**config.mk**
```make
export PLATFORM = sky130hd
export DESIGN_NAME = fetch_stage
export DESIGN_NICKNAME = d
export VERILOG_FILES = /design/src/rtl/fetch_stage.sv
export SDC_FILE = /design/constraint.sdc
export NUM_CORES = 1
export LEC_CHECK = 0
export ABC_AREA = 0
export CORE_MARGIN = 3
export CORE_UTILIZATION = 45
export DETAILED_ROUTE_END_ITERATION = 10
export HOLD_SLACK_MARGIN = 0.05
export PLACE_DENSITY = 0.8
export SETUP_SLACK_MARGIN = 0.15
export SYNTH_ARGS = -nofsm -noshare
export SYNTH_HDL_FRONTEND = slang
export SYNTH_SLANG_ARGS = --single-unit
```
**constraint.sdc**
```tcl
create_clock -name CLK -period 2.1 [get_ports CLK]
set_input_delay 0.42 -clock CLK [delete_from_list [all_inputs] [get_ports CLK]]
set_output_delay 0.42 -clock CLK [all_outputs]
set_load 0.01 [all_outputs]
```
**src/rtl/fetch_stage.sv**
```systemverilog
// Instruction-fetch stage and IF/ID pipeline register for the 5-stage MIPS pipeline.
// A one-entry skid buffer catches a word that returns while the hazard unit is stalling.
module fetch_stage #(
    parameter logic [31:0] PC_INIT = 32'h0000_0000
) (
    input  logic        CLK,
    input  logic        nRST,
    input  logic        ihit,
    input  logic [31:0] iload,
    input  logic        stall,
    input  logic        redirect,
    input  logic [31:0] redirect_pc,
    input  logic        halt,
    output logic        imemREN,
    output logic [31:0] imemaddr,
    output logic [31:0] instr_o,
    output logic [31:0] pc4_o,
    output logic        valid_o,
    output logic [5:0]  opcode_o,
    output logic [5:0]  funct_o,
    output logic        halted_o
);

    typedef enum logic [1:0] {
        FETCH  = 2'd0,
        HOLD   = 2'd1,
        HALTED = 2'd2
    } state_t;

    state_t      state_q, state_d;
    logic [31:0] pc_q, pc_d;
    logic [31:0] instr_q, instr_d;
    logic [31:0] pc4_q, pc4_d;
    logic        valid_q, valid_d;
    logic [31:0] skid_instr_q, skid_instr_d;
    logic [31:0] skid_pc4_q, skid_pc4_d;
    logic        halted_q, halted_d;
    logic [31:0] pc_inc;
    logic        unused_redirect_lsbs;

    assign pc_inc               = pc_q + 32'd4;
    assign unused_redirect_lsbs = ^redirect_pc[1:0];

    always_comb begin
        state_d      = state_q;
        pc_d         = pc_q;
        instr_d      = instr_q;
        pc4_d        = pc4_q;
        valid_d      = valid_q;
        skid_instr_d = skid_instr_q;
        skid_pc4_d   = skid_pc4_q;
        halted_d     = halted_q;

        if (state_q != HALTED) begin
            if (redirect) begin
                // Flush: the skid word and any word arriving this cycle are wrong-path.
                pc_d         = {redirect_pc[31:2], 2'b00};
                instr_d      = '0;
                pc4_d        = '0;
                valid_d      = 1'b0;
                skid_instr_d = '0;
                skid_pc4_d   = '0;
                state_d      = FETCH;
            end else if (halt) begin
                instr_d  = '0;
                pc4_d    = '0;
                valid_d  = 1'b0;
                halted_d = 1'b1;
                state_d  = HALTED;
            end else if (state_q == FETCH) begin
                if (ihit && !stall) begin
                    instr_d = iload;
                    pc4_d   = pc_inc;
                    valid_d = 1'b1;
                    pc_d    = pc_inc;
                end else if (ihit && stall) begin
                    skid_instr_d = iload;
                    skid_pc4_d   = pc_inc;
                    pc_d         = pc_inc;
                    state_d      = HOLD;
                end else if (!stall) begin
                    instr_d = '0;
                    pc4_d   = '0;
                    valid_d = 1'b0;
                end
            end else if (!stall) begin
                instr_d = skid_instr_q;
                pc4_d   = skid_pc4_q;
                valid_d = 1'b1;
                state_d = FETCH;
            end
        end
    end

    always_ff @(posedge CLK or negedge nRST) begin
        if (!nRST) begin
            state_q      <= FETCH;
            pc_q         <= PC_INIT;
            instr_q      <= '0;
            pc4_q        <= '0;
            valid_q      <= 1'b0;
            skid_instr_q <= '0;
            skid_pc4_q   <= '0;
            halted_q     <= 1'b0;
        end else begin
            state_q      <= state_d;
            pc_q         <= pc_d;
            instr_q      <= instr_d;
            pc4_q        <= pc4_d;
            valid_q      <= valid_d;
            skid_instr_q <= skid_instr_d;
            skid_pc4_q   <= skid_pc4_d;
            halted_q     <= halted_d;
        end
    end

    assign imemREN  = (state_q == FETCH);
    assign imemaddr = pc_q;
    assign instr_o  = instr_q;
    assign pc4_o    = pc4_q;
    assign valid_o  = valid_q;
    assign opcode_o = instr_q[31:26];
    assign funct_o  = instr_q[5:0];
    assign halted_o = halted_q;

endmodule

```
---- Yosys cells after proc, flatten, opt, wreduce, memory -nomap -nowiden ----
Cells that the tools add are included.
W data, S select, Z words.
storage, ports and cells
  flip-flop bits (word level) ............. 164
  output and inout bits ................... 111
  logic and storage cells ................. 69
cells by class
  reduce and logical (&&, ||, !) cells .... 12
  $add $sub $neg .......................... 1
  bitwise gates (word level) .............. 1
  equal/unequal tests ..................... 8
  multiplexer cells ....................... 39
operators with widths
  cell                     number
  $mux W32                 26
  $add A32 B3 Y32 const B  1
  $mux W2                  6
  $reduce_and A4 Y1        3
  $mux W1                  7
  $ne A2 B2 Y1 const B     3
  $ne A5 B1 Y1 const B     1
  $ne A5 B5 Y1 const B     1
  $reduce_and A5 Y1        1
  $ne A4 B1 Y1 const B     1
  $ne A4 B3 Y1 const B     1
  $ne A4 B4 Y1 const B     1
  $reduce_bool A2 Y1       2
  $reduce_and A3 Y1        1
  $reduce_bool A3 Y1       1
  $logic_and A1 B1 Y1      2
  $logic_not A2 Y1         1
  $logic_not A1 Y1         1
  $not A1 Y1               1

---- Logic depth before layout (Yosys ltp) ----
Gate-level depths: netlist of run 1.
  word-level depth ........................ 6
  gate-level depth with buffers ........... 8

---- Worst setup path after synthesis of run 1 ----
No wires, ideal clock.
  path kind ............................... register to register
  start ................................... reg pc_q[2] (netlist: imemaddr[2])
  end ..................................... reg pc_q[30] (netlist: imemaddr[30])
  arrival ................................. 2,020 ps
  cell stages (with the launch flop) ...... 7
  slack ................................... -44 ps
  data required time ...................... 1,976 ps
  cells stage by stage .................... dfrtp_1 > ha_1 > nand4_1 > or3_4 > nor4_4 > nor3b_1 > a211o_1
between the ends
  longest elaborated chain between the ends .. 6
RTL lines
  element                   line  text
  start: declaration        31    logic [31:0] pc_q, pc_d;
  start signal: assignment  107   pc_q <= pc_d;
  $add A32 B3 Y32 (*)       41    assign pc_inc = pc_q + 32'd4;
  $mux W32                  76    end else if (ihit && stall) begin
  $mux W32 (*)              71    if (ihit && !stall) begin
  $mux W32 (*)              70    end else if (state_q == FETCH) begin
  $mux W32 (*)              64    end else if (halt) begin
  $mux W32 (*)              55    if (redirect) begin
Mark *: on every way between the ends. The rest lies on a longest branch, timed or not. The select of a mux whose other input is x is not followed.
A chain may end at the register's enable or synchronous reset.

---- Worst setup path after layout of run 1 ----
Ends and elaborated chain as after synthesis.

==> impl_metrics.toml, run 1 <==
[clock_tree]
cts_max_level = 4
root_buffer = "clkbuf_16"
clock-sinks = 160
cts.clk_slew.worst_paths_ns = 0.07
worst_skew_pair.late_latency_ns = 0.44
clock_path_buffers = 2
cts_tree = "done"
cts_made_buffers = 17

[drt]
num_vias = 7132
wire_per_inst_um = 18.2
routed_wl_um = 22700
vias_per_cell = 5.71
first_iter_violations = 568
drtPass1Iterations = 5
detail-route-antenna-nets = 0
drcViolationCount = 0

[die]
die_area_um2 = 18600
start_util_pct = 46.1
rows = 47
die_w_um = 136
io_pins = 181
core_um2 = 16600
die_height_um = 136

[power]
power.density_nw_per_um2 = 593
vdd_drop_max_mv = 0.588
finalPower_w = 0.00652
leakagePower_nw = 4.95

[global_routing]
grt_max_degree = 52
grt_usage_pct = 24.2
grt_pass1_vias = 6779
overflow = 0
grt_antenna_before_repair = 0
grt_pass1_wl_um = 35400

[sta]
fin_worst_skew_ns = 0.0109
setup_viol = 0
slew_headroom_pct = 53.9
post-route-period-util_pct = 98.9
hold_violations = 0
drv_slew = 0
hold_ws_ns = 0.345
rsz0062_at_grt = "true"
fmax_mhz = 481
tightest_slew_ns = 0.692
fin_ws_ns = 0.0231
fin_crit_ns = 2.08

[cells_and_area]
final_nets = 1087
finish.utilization_pct = 66.4
layout_commonest_cell = "clkdlybuf4s50_1"
final_design_area_no_fill_um2 = 11000
syn_to_final_growth_pct = 44.0
layout_common_cells = "160 x clkdlybuf4s50_1, 147 x dfrtp_1, 135 x nand2_1, 73 x buf_4, 70 x o21ai_0"
n_fill_cell = 1289
diodes = 0
drive_above_1_share_pct = 17.9

[critical_path]
r2r.worst_path.cells = 6
crit_required_ns = 2.42
endpoint_kind = "flop"
cp-start-kind = "flop"
reg2reg_from = "imemaddr[2]"
cp-startpoint = "imemaddr[2]"
crit_arrival_ns = 2.39
cp_max_fo = 4
r2r-end = "imemaddr[30]"
crit_end = "imemaddr[30]"
crit_type = "flop to flop"
rrSetupSlack_ns = 0.02

[place]
io_buffers = 176
preCtsSetupSlack_ns = -0.223
place_area_um2 = 10100
hpwl_um = 15700
gp_congestion = 0.923

[logic_synthesis]
ys.flop_type = "dfrtp_1"
synth_cell_types = 56
syn-instance-count = 811
synth_top_area_share_pct = 52.4
synth_top_cell_by_area = "dfrtp_1"
ys_seq_area_share_pct = 52.4
synth_edf_count = 0
yosysWarningCount = 0
postSynthAreaPerCell_um2 = 9.43
ys_top_cells_by_area = "dfrtp_1 52%, nand2_1 6.7%, o21ai_0 5.2%"
synthArstFlopShare_pct = 100
netlist_area_um2 = 7650
synth_seq_cells = 160

[min_path]
hold_class = "primary input to flop"
min_from = "redirect"

[run]
drv_cap = 0

[run_status]
outcome = "completed"
## worst max-delay path, stage by stage, from the launching register on
cell and delay (ns):
dfrtp_2 0.41, ha_4 0.15, nand4_1 0.20, or3_4 0.47, nor4_4 0.41, nor3b_2 0.08
a211o_1 0.24
## state kept, by name, indices dropped and copies added (netlist names)
name	count
halted_o	1
imemaddr	30
instr_o	32
pc4_o	31
skid_instr_q	32
skid_pc4_q	31
state_q	2
valid_o	1
## repair_timing
action,4_1_cts,5_1_grt
resized for setup,20,52
hold buffers,1,0
hold endpoints to repair,46,0
buffers inserted,4,7
pin swaps,3,9
setup endpoints to repair,24,72
## how the worst min path moves through the flow
stage,end,slack (ns),depth (start not counted)
6_report,state_q[1],0.34,2
5_1_grt,state_q[1],0.36,2
4_1_cts,state_q[1],0.34,2
3_5_place_dp,instr_o[19],0.41,1
3_3_place_gp,instr_o[19],0.41,1
2_1_floorplan,halted_o,0.12,0
## cell families (layout without fill, tap and decap cells)
logic type / Yosys count / count (layout) / synth area share (%)
adder cells (fa/ha/maj): 1 / 1 / 0.164
flip-flops: 160 / 160 / 52.4
multiplexers: 10 / 10 / 1.39
XOR/XNOR: 28 / 28 / 3.21
AND/OR/NAND/NOR: 332 / 332 / 21.2
other: 1 / 2 / 0.0490
AO/OA/AOI/OAI: 193 / 193 / 16.5
buffers and inverters: 86 / 303 / 5.12
## layer usage
metal  global-route usage [%]  vias to the layer above  part of all wire [%]
met3                     4.77                       29                   8.0
met2                     40.4                      360                    50
met5                        0                        -                     0
li1                         -                     3326                     -
met1                     32.2                     3417                    41
met4                     6.83                        0                   1.5
## Yosys cell counts, types with 4 or more instances
cell	instances
nor3_1	14
mux2i_1	5
dfrtp_1	160
nor2_1	61
a221oi_1	17
clkbuf_1	57
buf_4	15
o22ai_1	4
nand3_1	22
a221o_1	16
and3_1	21
mux2_2	5
nand2_1	136
and4_1	4
xnor2_1	23
a22oi_1	32
o22a_1	4
a31oi_1	6
nand4_1	41
nor4_1	9
inv_1	6
o21a_1	5
xor2_1	5
o21ai_0	80
a21oi_1	17
## power breakdown
part | total (W) | internal, W | switching (W)
sequential | 0.00310 | 0.00309 | 0.00000808
combinational | 0.000400 | 0.000200 | 0.000201
clock | 0.00302 | 0.00161 | 0.00142
total | 0.00652 | 0.00490 | 0.00163
## through the flow
step | TNS, ns | instances
4_1_cts | 0 | 1242
5_1_grt | -0.104 | 1249
3_3_place_gp | -10.39 | 1205
3_5_place_dp | -12.23 | 1205
6_report | 0 | 1249
2_1_floorplan | 0 | 812
## area by class of cell
cell class | count | area, um2 | share of cell area [%]
sequential | 160 | 4020 | 36.5
multi-input combinational | 566 | 3510 | 31.9
timing repair buffer | 264 | 2600 | 23.6
clock buffer | 18 | 439 | 3.99
tap | 220 | 275 | 2.50
clock inverter | 14 | 141 | 1.28
inverter | 7 | 26.3 | 0.239
No activity file was read; power rests on OpenSTA's default activity.
==> run 2: changes to the inputs <==
- CORE_ASPECT_RATIO: default -> 0.5
- TNS_END_PERCENT: default -> 20
==> run 2 against run 1 <==
Compared with the run above: register-to-register slack gained 0.03 ns; count of clock-buffer cells in the layout grew 3; final cell count is 0.56% lower; first-iteration DRC count decreased by 5.5%; clock power up 1%; critical path depth is 1 lower; worst hold slack improved by 0.046 ns; maximum frequency increased by 1.3%; power increased by 0.44%; critical endpoint is now imemaddr[27].
==> impl_metrics.toml, run 2 (same netlist as run 1, synthesis figures left out) <==
[min_path]
hold_class = "primary input to flop"
hold_depth = 2

[die]
die_area_um2 = 18700
io_pins = 181
start_util_pct = 47.7
die_w_um = 190
die_height_um = 98.2
core_um2 = 16000
rows = 32

[power]
finalPower_w = 0.00655
leakagePower_nw = 4.64
vdd_drop_max_mv = 0.572
p_int_w = 0.00509
power_frac_seq_pct = 47.4
power_switching_w = 0.00147
combPwrFrac_pct = 6.0
switching_share_pct = 22.4
clockPowerShare_pct = 46.7
power.density_nw_per_um2 = 611

[drt]
first_iter_violations = 537
vias_per_cell = 5.86
drcViolationCount = 0
num_vias = 7278
drtPass1Iterations = 5
wire_per_inst_um = 18.7
detail-route-antenna-nets = 0
routed_wl_um = 23200

[place]
gp_congestion = 0.894
place_area_um2 = 10000
io_buffers = 176
hpwl_um = 16100
preCtsSetupSlack_ns = -0.214

[cells_and_area]
layout_common_cells = "173 x clkdlybuf4s50_1, 156 x dfrtp_1, 135 x nand2_1, 77 x o21ai_0, 71 x buf_4"
drive_above_1_share_pct = 14.4
diodes = 0
final_nets = 1081
n_fill_cell = 1221
syn_to_final_growth_pct = 40.4
layout_commonest_cell = "clkdlybuf4s50_1"
final_design_area_no_fill_um2 = 10700

[critical_path]
r2r-end = "imemaddr[27]"
endpoint_kind = "flop"
crit_type = "flop to flop"
cp-start-kind = "flop"
cp_max_fo = 4
worstPathCellList = "nand4_1 -> or4_4 -> or4_1 -> mux2i_1 -> a21oi_1"
crit_end = "imemaddr[27]"
crit_arrival_ns = 2.34
cp.depth = 5
cp_slowest_stage_delay_ns = 0.60
reg2reg_from = "imemaddr[11]"
cp-startpoint = "imemaddr[11]"
rrSetupSlack_ns = 0.05
r2r.worst_path.cells = 5
critPathBufInv = 0
crit_family = "simple AND/OR/NAND/NOR gates"
crit_path_top_delay_cell = "or4_4"
crit_required_ns = 2.39

[sta]
post-route-period-util_pct = 97.6
setup_viol = 0
hold_violations = 0
fin_worst_skew_ns = 0.0114
slew_headroom_pct = 37.1
fin_ws_ns = 0.0504
rsz0062_at_grt = "true"
tightest_slew_ns = 0.943
fin_crit_ns = 2.05
drv_slew = 0
fmax_mhz = 488

[global_routing]
grt_antenna_before_repair = 0
grt_pass1_wl_um = 36800
grt_pass1_vias = 7090
overflow = 0
grt_max_degree = 57
grt_usage_pct = 24.4

[clock_tree]
root_buffer = "clkbuf_16"
cts_tree = "done"
cts_made_buffers = 17
cts.clk_slew.worst_paths_ns = 0.06
clock-sinks = 160
worst_skew_pair.late_latency_ns = 0.42
clock_path_buffers = 2
cts_max_level = 4

[run_status]
outcome = "completed"

[run]
drv_cap = 0
-- run 2: stage by stage --
| stage | setup TNS [ns] | hold WS, ns | util, % | instances |
|---|---|---|---|---|
| global placement | -8.86 | 0.337 | 62.6 | 1203 |
| finish | 0 | 0.391 | 67.0 | 1242 |
| CTS | 0 | 0.375 | 66.3 | 1234 |
| global route | -0.00628 | 0.382 | 67.0 | 1242 |
| detailed placement | -12.73 | 0.340 | 62.6 | 1203 |
| floorplan | 0 | 0.124 | - | 812 |
-- run 2: how the worst min path moves through the flow --
| stage | from | end |
|---|---|---|
| CTS | redirect | skid_pc4_q[4] |
| global route | redirect | skid_pc4_q[4] |
| finish | redirect | skid_pc4_q[4] |
| global placement | nRST | skid_instr_q[15] |
| floorplan | nRST | halted_o |
| detailed placement | nRST | skid_instr_q[15] |
-- run 2: cell type report --
class                   count  area (um2)  share of cell area [%]
flip-flops and latches    160        4010                    37.3
repair buffers            258        2500                    23.3
well taps                 221         277                    2.58
clock inverters             9         111                    1.04
clock buffers              21         460                    4.29
multi-input cells         566        3350                    31.2
inverters                   7        26.3                   0.245
-- run 2: metal layers --
| layer | track usage, % | share of wire (%) | vias to the layer above |
|---|---|---|---|
| met3 | 4.63 | 7.6 | 40 |
| li1 | - | - | 3299 |
| met4 | 8.45 | 1.9 | 0 |
| met5 | 0 | 0 | - |
| met2 | 40.8 | 49 | 365 |
| met1 | 32.2 | 42 | 3574 |
-- run 2: power by group through the flow --
stage	clock, W	combinational, W	sequential [W]
after floorplan	0	0.0000912	0.00317
after global placement	0	0.000382	0.00316
after detailed placement	0	0.000388	0.00316
after CTS	0.00310	0.000392	0.00310
after global routing	0.00321	0.000421	0.00310
final	0.00306	0.000391	0.00310
-- run 2: timing repair --
item,4_1_cts,5_1_grt
hold endpoints to repair,33,0
gates resized for setup,4,12
pin swaps,0,5
setup endpoints to repair,21,75
buffers inserted,0,8
hold buffers,1,0
